===== src/rtl/ddr3_rd_line_fetch_pkg.sv =====
// Purpose: frame geometry and FSM encoding shared by the DDR3 read-side blocks.
// Latency: n/a (constants and types only).
// Backpressure: n/a.
// Contents: geometry constants, derived request counts, counter widths, fetch FSM state enum.
package ddr3_rd_line_fetch_pkg;

  // Frame geometry (shared with the DDR3 read-address generator)
  localparam int LINE_TRANS_NUM = 4;   // bursts per display row
  localparam int REQ_ROW        = 2;   // rows per request block (even)
  localparam int CHIP_RES_ROW   = 8;   // rows per subframe (multiple of REQ_ROW)
  localparam int PWM_NUM        = 19;  // subframes per frame

  // Derived request counts
  localparam int REQ_ONCE_CNT = LINE_TRANS_NUM * REQ_ROW;   // beats per request block
  localparam int HALF         = REQ_ONCE_CNT / 2;           // beats per half block
  localparam int REQ_CNT      = CHIP_RES_ROW / REQ_ROW;     // blocks per subframe
  localparam int BLK_TOTAL    = REQ_CNT * PWM_NUM;          // blocks per frame
  localparam int REQ_TOTAL    = BLK_TOTAL * REQ_ONCE_CNT;   // requests per frame

  // Keeps single-value counters at least one bit wide.
  function automatic int clog2_min1(input int v);
    return (v <= 2) ? 1 : $clog2(v);
  endfunction

  localparam int ROW_W  = clog2_min1(CHIP_RES_ROW);
  localparam int BEAT_W = clog2_min1(LINE_TRANS_NUM);
  localparam int SF_W   = clog2_min1(PWM_NUM);
  localparam int RSP_W  = clog2_min1(REQ_ONCE_CNT);
  localparam int GRP_W  = clog2_min1(REQ_CNT);
  localparam int TOT_W  = $clog2(REQ_TOTAL + 1);

  typedef enum logic [1:0] {
    ST_IDLE  = 2'd0,
    ST_REQ   = 2'd1,
    ST_DRAIN = 2'd2
  } fetch_state_t;

endpackage


===== src/rtl/ddr3_rd_tag_cnt.sv =====
// Purpose: counter chain that tags each returned beat with half/row/beat/subframe.
// Latency: tags are combinational from the current counters; counters step on adv.
// Backpressure: none; advances once per adv pulse, wraps at end of frame.
// Ports: clk, rst (async high), clr (restart at frame start), adv (beat accepted),
//        half/row/beat/sf (tag for the beat presented in this cycle).
module ddr3_rd_tag_cnt
  import ddr3_rd_line_fetch_pkg::*;
(
  input  logic              clk,
  input  logic              rst,
  input  logic              clr,
  input  logic              adv,
  output logic              half,
  output logic [ROW_W-1:0]  row,
  output logic [BEAT_W-1:0] beat,
  output logic [SF_W-1:0]   sf
);

  localparam logic [RSP_W-1:0] RSP_LAST = RSP_W'(REQ_ONCE_CNT - 1);
  localparam logic [GRP_W-1:0] GRP_LAST = GRP_W'(REQ_CNT - 1);
  localparam logic [SF_W-1:0]  SF_LAST  = SF_W'(PWM_NUM - 1);
  localparam logic [RSP_W-1:0] HALF_C   = RSP_W'(HALF);

  logic [RSP_W-1:0] rsp_in_blk;  // beat index within the request block
  logic [GRP_W-1:0] grp;         // block index within the subframe (blk mod REQ_CNT)

  // sf is its own wrap counter, carried from grp, so no divider is needed.
  always_ff @(posedge clk or posedge rst) begin
    if (rst) begin
      rsp_in_blk <= '0;
      grp        <= '0;
      sf         <= '0;
    end else if (clr) begin
      rsp_in_blk <= '0;
      grp        <= '0;
      sf         <= '0;
    end else if (adv) begin
      if (rsp_in_blk == RSP_LAST) begin
        rsp_in_blk <= '0;
        if (grp == GRP_LAST) begin
          grp <= '0;
          sf  <= (sf == SF_LAST) ? '0 : sf + 1'b1;
        end else begin
          grp <= grp + 1'b1;
        end
      end else begin
        rsp_in_blk <= rsp_in_blk + 1'b1;
      end
    end
  end

  // Moduli and divisors are all constants, so these reduce to bit selects
  // for power-of-two geometry.
  always_comb begin
    half = (rsp_in_blk >= HALF_C);
    beat = BEAT_W'(int'(rsp_in_blk) % LINE_TRANS_NUM);
    row  = ROW_W'(int'(grp) * REQ_ROW + (half ? REQ_ROW / 2 : 0)
                  + (int'(rsp_in_blk) % HALF) / LINE_TRANS_NUM);
  end

endmodule


===== src/rtl/ddr3_rd_line_fetch.sv =====
// Purpose: per-frame DDR3 read requester; tags returned beats for the display line buffers.
// Latency: req_o registered; dout_* one cycle after rd_valid; frame_done one cycle after last beat.
// Backpressure: issue stalls on dout_afull or outstanding cap; the return path is never stalled.
// Ports: clk, rst (async high); frame_start, dout_afull, rd_valid/rd_data in;
//        req_o, busy, dout_valid/data/half/row/beat/sf, frame_done, sticky error flags out.
module ddr3_rd_line_fetch
  import ddr3_rd_line_fetch_pkg::*;
#(
  parameter int DATA_W          = 256,
  parameter int MAX_OUTSTANDING = 16
)(
  input  logic              clk,
  input  logic              rst,
  input  logic              frame_start,
  input  logic              dout_afull,
  input  logic              rd_valid,
  input  logic [DATA_W-1:0] rd_data,
  output logic              req_o,
  output logic              busy,
  output logic              dout_valid,
  output logic [DATA_W-1:0] dout_data,
  output logic              dout_half,
  output logic [ROW_W-1:0]  dout_row,
  output logic [BEAT_W-1:0] dout_beat,
  output logic [SF_W-1:0]   dout_sf,
  output logic              frame_done,
  output logic              err_frame_overrun,
  output logic              err_unexpected
);

  localparam int                 OUT_W    = $clog2(MAX_OUTSTANDING + 1);
  localparam logic [OUT_W-1:0]   OUT_MAX  = OUT_W'(MAX_OUTSTANDING);
  localparam logic [TOT_W-1:0]   TOT_LAST = TOT_W'(REQ_TOTAL - 1);
  localparam logic [TOT_W-1:0]   TOT_ALL  = TOT_W'(REQ_TOTAL);

  fetch_state_t      state;
  logic [TOT_W-1:0]  issued;
  logic [TOT_W-1:0]  returned;
  logic [OUT_W-1:0]  outstanding;
  logic [OUT_W-1:0]  out_next;
  logic              accept;
  logic              unexpected;
  logic              can_issue;
  logic              fs_accept;
  logic              tag_half;
  logic [ROW_W-1:0]  tag_row;
  logic [BEAT_W-1:0] tag_beat;
  logic [SF_W-1:0]   tag_sf;

  // A beat with nothing in flight cannot belong to this frame (e.g. it was
  // requested before a reset), so it is dropped rather than tagged.
  assign accept     = rd_valid && (outstanding != '0);
  assign unexpected = rd_valid && (outstanding == '0);
  assign fs_accept  = frame_start && (state == ST_IDLE);

  // req_o is the request registered last edge; it counts as in flight now.
  always_comb begin
    out_next = outstanding;
    if (req_o && !accept) begin
      out_next = outstanding + 1'b1;
    end else if (!req_o && accept) begin
      out_next = outstanding - 1'b1;
    end
  end

  // Deciding on out_next keeps the cap exact with back-to-back requests.
  assign can_issue = (state == ST_REQ) && (issued < TOT_ALL) && !dout_afull
                     && (out_next < OUT_MAX);

  ddr3_rd_tag_cnt u_tag (
    .clk  (clk),
    .rst  (rst),
    .clr  (fs_accept),
    .adv  (accept),
    .half (tag_half),
    .row  (tag_row),
    .beat (tag_beat),
    .sf   (tag_sf)
  );

  always_ff @(posedge clk or posedge rst) begin
    if (rst) begin
      state             <= ST_IDLE;
      issued            <= '0;
      returned          <= '0;
      outstanding       <= '0;
      req_o             <= 1'b0;
      busy              <= 1'b0;
      frame_done        <= 1'b0;
      dout_valid        <= 1'b0;
      dout_data         <= '0;
      dout_half         <= 1'b0;
      dout_row          <= '0;
      dout_beat         <= '0;
      dout_sf           <= '0;
      err_frame_overrun <= 1'b0;
      err_unexpected    <= 1'b0;
    end else begin
      outstanding <= out_next;
      req_o       <= can_issue;
      frame_done  <= 1'b0;
      dout_valid  <= accept;

      if (can_issue) issued <= issued + 1'b1;
      if (accept) begin
        returned  <= returned + 1'b1;
        dout_data <= rd_data;
        dout_half <= tag_half;
        dout_row  <= tag_row;
        dout_beat <= tag_beat;
        dout_sf   <= tag_sf;
      end

      if (frame_start && (state != ST_IDLE)) err_frame_overrun <= 1'b1;
      if (unexpected) err_unexpected <= 1'b1;

      case (state)
        ST_IDLE: begin
          if (frame_start) begin
            state    <= ST_REQ;
            busy     <= 1'b1;
            issued   <= '0;
            returned <= '0;
          end
        end
        ST_REQ: begin
          if (can_issue && (issued == TOT_LAST)) state <= ST_DRAIN;
        end
        ST_DRAIN: begin
          if (returned == TOT_ALL) begin
            state      <= ST_IDLE;
            busy       <= 1'b0;
            frame_done <= 1'b1;
          end
        end
        default: state <= ST_IDLE;
      endcase
    end
  end

endmodule

===== config.mk =====
export PLATFORM = sky130hd
export DESIGN_NAME = ddr3_rd_line_fetch
export DESIGN_NICKNAME = d
export VERILOG_FILES = /design/src/rtl/ddr3_rd_line_fetch_pkg.sv /design/src/rtl/ddr3_rd_tag_cnt.sv /design/src/rtl/ddr3_rd_line_fetch.sv
export SDC_FILE = /design/constraint.sdc
export NUM_CORES = 1
export LEC_CHECK = 0
export ABC_AREA = 1
export CORE_AREA = 2 2 210 212
export CTS_BUF_LIST = sky130_fd_sc_hd__clkbuf_4
export DETAILED_ROUTE_END_ITERATION = 7
export DIE_AREA = 0 0 212 214
export GPL_TIMING_DRIVEN = 0
export SLEW_MARGIN = 20
export SYNTH_ARGS = -nofsm -noshare
export SYNTH_HDL_FRONTEND = slang
export SYNTH_SLANG_ARGS = --single-unit

===== constraint.sdc =====
create_clock -name clk -period 11.1 [get_ports clk]
set_input_delay 2.775 -clock clk [delete_from_list [all_inputs] [get_ports clk]]
set_output_delay 2.775 -clock clk [all_outputs]
set_load 0.03 [all_outputs]

# Yosys cells after proc, flatten, opt, wreduce, memory -nomap -nowiden
# Index checks and enable logic that the tools add are counted.
[word_totals]
output_inout_bits = 273
input_bits = 261
elab_cells = 94
register_bits = 310
[op_classes]
order_cmp = 3
n_reduce_logical = 25
n_addsub = 8
mux = 30
eq_ne = 10
[op_table]
columns = ["cell", "count"]
rows = [
  ["2-to-1 mux 10 bit", 6],
  ["2-to-1 mux 5 bit", 7],
  ["adder 10 x 1 -> 10 bit, second input constant", 2],
  ["== test 10 bit, second input constant", 2],
  ["2-to-1 mux 2 bit", 7],
  ["adder 5 x 1 -> 5 bit, second input constant", 2],
  ["logical AND 1 bit", 10],
  ["< comparator 10 bit, second input constant", 1],
  ["nonzero test 2 bit", 5],
  ["2-to-1 mux 3 bit", 3],
  ["AND reduction 3 bit", 3],
  ["case mux 2 bit (3 select lines)", 1],
  ["== test 5 bit, second input constant", 1],
  ["zero test 5 bit", 1],
  ["< comparator 5 bit, second input constant", 1],
  ["2-to-1 mux 1 bit", 5],
  ["nonzero test 5 bit", 1],
  ["subtractor 5 x 1 -> 5 bit, second input constant", 1],
  ["== test 2 bit, second input constant", 2],
  ["!= test 2 bit, second input constant", 2],
  ["adder 3 x 1 -> 3 bit, second input constant", 1],
  ["adder 3 bit", 1],
  ["== test 3 bit, second input constant", 1],
  [">= comparator 3 bit, second input constant", 1],
  ["7 further kinds", 9],
]

# Depth between registers and ports, before layout
[depth]
depth_word = 10
depth_mapped = 17
depth_no_buf = 16

# Hierarchy
# From an unflattened synthesis, not the netlist that was laid out.
[unflattened]
cells_unflattened = 1452
hier_area_um2 = 12659.6
[modules_own_cells]
columns = ["module", "instances", "area_each_um2", "seq_area_each_um2", "cells_each"]
rows = [
  ["ddr3_rd_line_fetch", 1, 12009.0, 7507.2, 1375],
  ["ddr3_rd_tag_cnt", 1, 650.6, 250.2, 77],
]

# Worst setup path before layout
# Ideal clock, no wire load.
[synth_path]
path_kind = "input-to-reg"
from = "in rd_valid"
to = "reg issued[1]"
path_stages = 12
path_buffers = 2
setup_ns = 0.123
arrival_time_ns = 4.259
required_time_ns = 10.977
slack_ns = 6.718
cell_sequence = "nand2_2 > inv_2 > clkbuf_1 > ha_1 > inv_1 > nor2_2 > nand3_1 > nand3_1 > nand3_2 > buf_6 > o21ai_0 > a21oi_1"
[synth_between]
elab_chain_len = 9
word_cells_on_any_way = 11
cone_classes = "1 x order compare; 5 x mux; 5 x reduce/logical"
[synth_rtl]
columns = ["item", "line_no", "rtl"]
rows = [
  ["from (decl)", "ddr3_rd_line_fetch.sv:16", "input logic rd_valid,"],
  ["logical AND 1 bit (*)", "ddr3_rd_line_fetch.sv:52", "assign accept = rd_valid && (outstanding != '0);"],
  ["via accept", "ddr3_rd_line_fetch.sv:41", "logic accept;"],
  ["logical AND 1 bit or zero test 1 bit (tied branches)", "ddr3_rd_line_fetch.sv:61, ddr3_rd_line_fetch.sv:59", ""],
  ["2-to-1 mux 5 bit or logical AND 1 bit (tied branches)", "ddr3_rd_line_fetch.sv:61, ddr3_rd_line_fetch.sv:59", ""],
  ["2-to-1 mux 5 bit (*)", "ddr3_rd_line_fetch.sv:59", "if (req_o && !accept) begin"],
  ["< comparator 5 bit (*)", "ddr3_rd_line_fetch.sv:68", "&& (out_next < OUT_MAX);"],
  ["logical AND 1 bit (*)", "ddr3_rd_line_fetch.sv:68", ""],
  ["2-to-1 mux 10 bit (*)", "ddr3_rd_line_fetch.sv:104", "if (can_issue) issued <= issued + 1'b1;"],
  ["2-to-1 mux 10 bit", "ddr3_rd_line_fetch.sv:119", "if (frame_start) begin"],
  ["2-to-1 mux 10 bit (*)", "ddr3_rd_line_fetch.sv:117", "case (state)"],
  ["to (signal assigned)", "ddr3_rd_line_fetch.sv:104", ""],
  ["to (decl)", "ddr3_rd_line_fetch.sv:37", "logic [TOT_W-1:0] issued;"],
]
# Mark *: on every way through the listed nets, which the timed path passes. The rest lies on a longest branch.
# A chain may end at the register's enable or synchronous reset.

# Final worst setup path
[layout_path]
from = "reg dout_row[0]"
to = "out dout_row[0]"
[layout_lines]
columns = ["item", "line_no", "rtl"]
rows = [
  ["from (decl)", "ddr3_rd_line_fetch.sv:23", "output logic [ROW_W-1:0] dout_row,"],
  ["from (signal assigned)", "ddr3_rd_line_fetch.sv:109", "dout_row <= tag_row;"],
]
# No word-level cell between the ends.

==> metrics.csv <==
stage,metric,value,unit
outcome,status,completed,
clocking,clock_latency,0.82,ns
worst_setup_path,cp_data_arrival_time,2.00,ns
clocking,cts_buffer_depth,3,
sta,fin_crit_sh,0.430,
clocking,cts_inserted_buffers,91,
yosys,synth_top_area_share,0.617,
sta,finalMaxSlewViolations,0,
place,port_buffers,533,
yosys,synth_top_family_by_area,simple AND/OR/NAND/NOR gates,
routing,routedWlPerCell,16.4,um
clocking,ctsResizeCount,0,
yosys,ys_top_cells_by_count,"844 x nand2_1, 309 x dfrtp_1, 51 x inv_1, 30 x buf_2, 30 x nor2_1",
sta,final.setup.tns,0,ns
clocking,cts_setup_buffers,0,
worst_setup_path,crit_chain,buf_4 > clkdlybuf4s50_1,
floorplanning,die_area,0.0454,mm2
floorplanning,ios,534,
sta,layout_min_cycle_time,4.78,ns
finish,finalNetCount,2339,
worst_setup_path,crit_buf_inv,2,
yosys,ys_ff_latch,309,
worst_setup_path,critPathTopFamily,buffers and inverters,
worst_setup_path,worstSetupPathType,reg -> out,
global_route,track_usage,0.195,
worst_setup_path,crit_path_max_incr_delay,0.67,ns
global_route,grt_max_degree,34,
global_route,grt_first_pass_wirelength,67800,um
yosys,synth_compound_area_frac,0.0257,
yosys,syn_area,0.0125,mm2
clocking,path_clk_slew,0.07,ns
floorplanning,core-area,0.0429,mm2
yosys,synth_cell_type_count,34,
yosys,postSynthCellCount,1429,
yosys,avgSynthCellArea,8.77,um2
yosys,synthArstFlopShare,1.00,
power_and_ir_drop,p_leak,9.87,nW
routing,wirelength,44600,um
worst_setup_path,crit_slowest_cell,clkdlybuf4s50_1,
worst_setup_path,setup.worst_path.start_class,flip-flop,
floorplanning,die_x,212,um
clocking,hold_buffers,0,
yosys,synth_adder_area_share,0.0130,
yosys,yosysTopAreaCell,dfrtp_1,
clocking,clock-sinks,309,
yosys,synthXorXnorAreaFrac,0.00559,
sta,fmaxAchievable,209,MHz
finish,fin_area,0.0200,mm2
power_and_ir_drop,irDropWorstVdd,0.143,mV
finish,layout-drive-gt1-share,0.101,
sta,worst_pin_slew,0.779,ns
global_route,gr-total-overflow,0,
routing,drc,0,
yosys,synthTopCellsByArea,"dfrtp_1 62%, nand2_1 25%, buf_6 2.2%, inv_1 1.5%, ha_1 1.3%",
sta,slew_headroom,0.481,
yosys,synth_most_common_cell,nand2_1,
floorplanning,start_util,0.292,
yosys,synthSimpleGateAreaFrac,0.284,
place,dp_hpwl,33700,um
sta,rsz0062_at_grt,false,
yosys,synth.net_count,1703,
clocking,cts-root-buf,clkbuf_4,
yosys,ys_warn_count,0,
yosys,synth_ff_type,dfrtp_1,
yosys,ys_seq_area_frac,0.617,
sta,finalHoldViolations,0,
place,place_area,0.0188,mm2
global_route,antenna_found_initial,6,
routing,viasPerCell,4.27,
clocking,cts_tree,done,
routing,dr.pass1.iters,5,
place,place_congestion,0.897,
clocking,h-tree-depth,3,
worst_setup_path,critPathCaptureType,primary output,
floorplanning,rows,76,
power_and_ir_drop,powerDensity,283,mW/mm2
floorplanning,fp.dieH,214,um
sta,fin_skew,0.0565,ns
routing,ant_nets,0,
routing,vias,11631,
sta,setup_violations,0,
global_route,grt_pass1_vias,11772,
job,drv_cap,0,
worst_setup_path,crit_path_max_fanout,3,
hold_path,holdCritPathClass,reg -> reg,
finish,syn2layout_area_growth,59.3,%
routing,drt_first_iter_violations,524,
worst_setup_path,critPathRequiredTime,8.33,ns
yosys,muxShareOfSynthArea,0,
yosys,synth_edf_count,0,
-- cells by family after synthesis --
| family | Yosys count |
|---|---|
| AO/OA/AOI/OAI | 58 |
| XOR/XNOR | 8 |
| adder cells (fa/ha/maj) | 13 |
| buffers and inverters | 118 |
| flip-flops | 309 |
| AND/OR/NAND/NOR | 923 |
-- registers in the layout (all words and copies together) (netlist names) --
signal / count
dout_data: 256
issued: 10
returned: 10
dout_sf: 5
outstanding: 5
u_tag.sf: 5
dout_row: 3
u_tag.rsp_in_blk: 3
dout_beat: 2
state: 2
u_tag.grp: 2
busy: 1
dout_valid: 1
err_frame_overrun: 1
err_unexpected: 1
frame_done: 1
req_o: 1
-- cell type report --
cell class	instances	area [um2]
buffer	65	488
sequential	309	7730
clock inverter	33	176
antenna	8	20.0
timing repair buffer	543	5540
inverter	53	203
fill	4143	22900
multi-input combinational	1002	4120
clock buffer	128	961
tap	585	732
-- layer usage --
metal | part of all wire | vias up | track usage | wire [um]
li1 | - | 5696 | - | -
met1 | 0.40 | 5407 | 0.223 | 17900
met2 | 0.48 | 434 | 0.325 | 21600
met3 | 0.087 | 92 | 0.0771 | 3870
met4 | 0.028 | 2 | 0.0749 | 1250
met5 | 0.00029 | - | 0 | 13
-- worst paths after layout --
check                           cells after the start            from  slack, ns            end
worst max register to register                     16  outstanding[0]       8.11       state[0]
max in group asynchronous                           5             rst       7.71   dout_beat[1]
min in group asynchronous                           2             rst       2.34  dout_data[51]
worst min-delay path                                1        state[0]       0.45     frame_done
worst max-delay path                                2     dout_row[0]       6.32    dout_row[0]
worst min register to register                      1        state[0]       0.45     frame_done
-- cells in the final DEF, fill, tap and decap left out, types with 7 or more instances in the layout --
master | Yosys | layout
diode_2 | 0 | 8
buf_6 | 24 | 24
nand2_1 | 844 | 844
inv_1 | 51 | 50
clkinv_1 | 0 | 27
nand3_1 | 23 | 23
o21ai_0 | 29 | 29
nand4_1 | 7 | 7
dfrtp_1 | 309 | 309
buf_12 | 0 | 9
clkdlybuf4s50_1 | 0 | 533
a21oi_1 | 14 | 14
nor2_1 | 30 | 30
ha_1 | 13 | 13
nor3_1 | 9 | 9
clkbuf_4 | 0 | 128
buf_2 | 30 | 30
-- stage by stage --
step                 util  setup slack, ns  power (mW)  std cells  hold slack [ns]
floorplan               -             4.21        3.34       1429            0.418
global placement    0.434             1.76        4.58       2547            0.436
detailed placement  0.439             5.54        4.62       2557            0.447
CTS                 0.465             6.21        5.74       2718            0.451
global route        0.466             6.19        6.02       2726            0.470
finish              0.466             6.32        5.66       2726            0.454
-- report_power, final --
group | switching, mW | internal, mW | leakage [nW]
Combinational | 1.67 | 1.07 | 5.39
Sequential | 0.270 | 1.57 | 3.80
Clock | 0.500 | 0.575 | 0.677
Power figures use the tool's default switching activity.
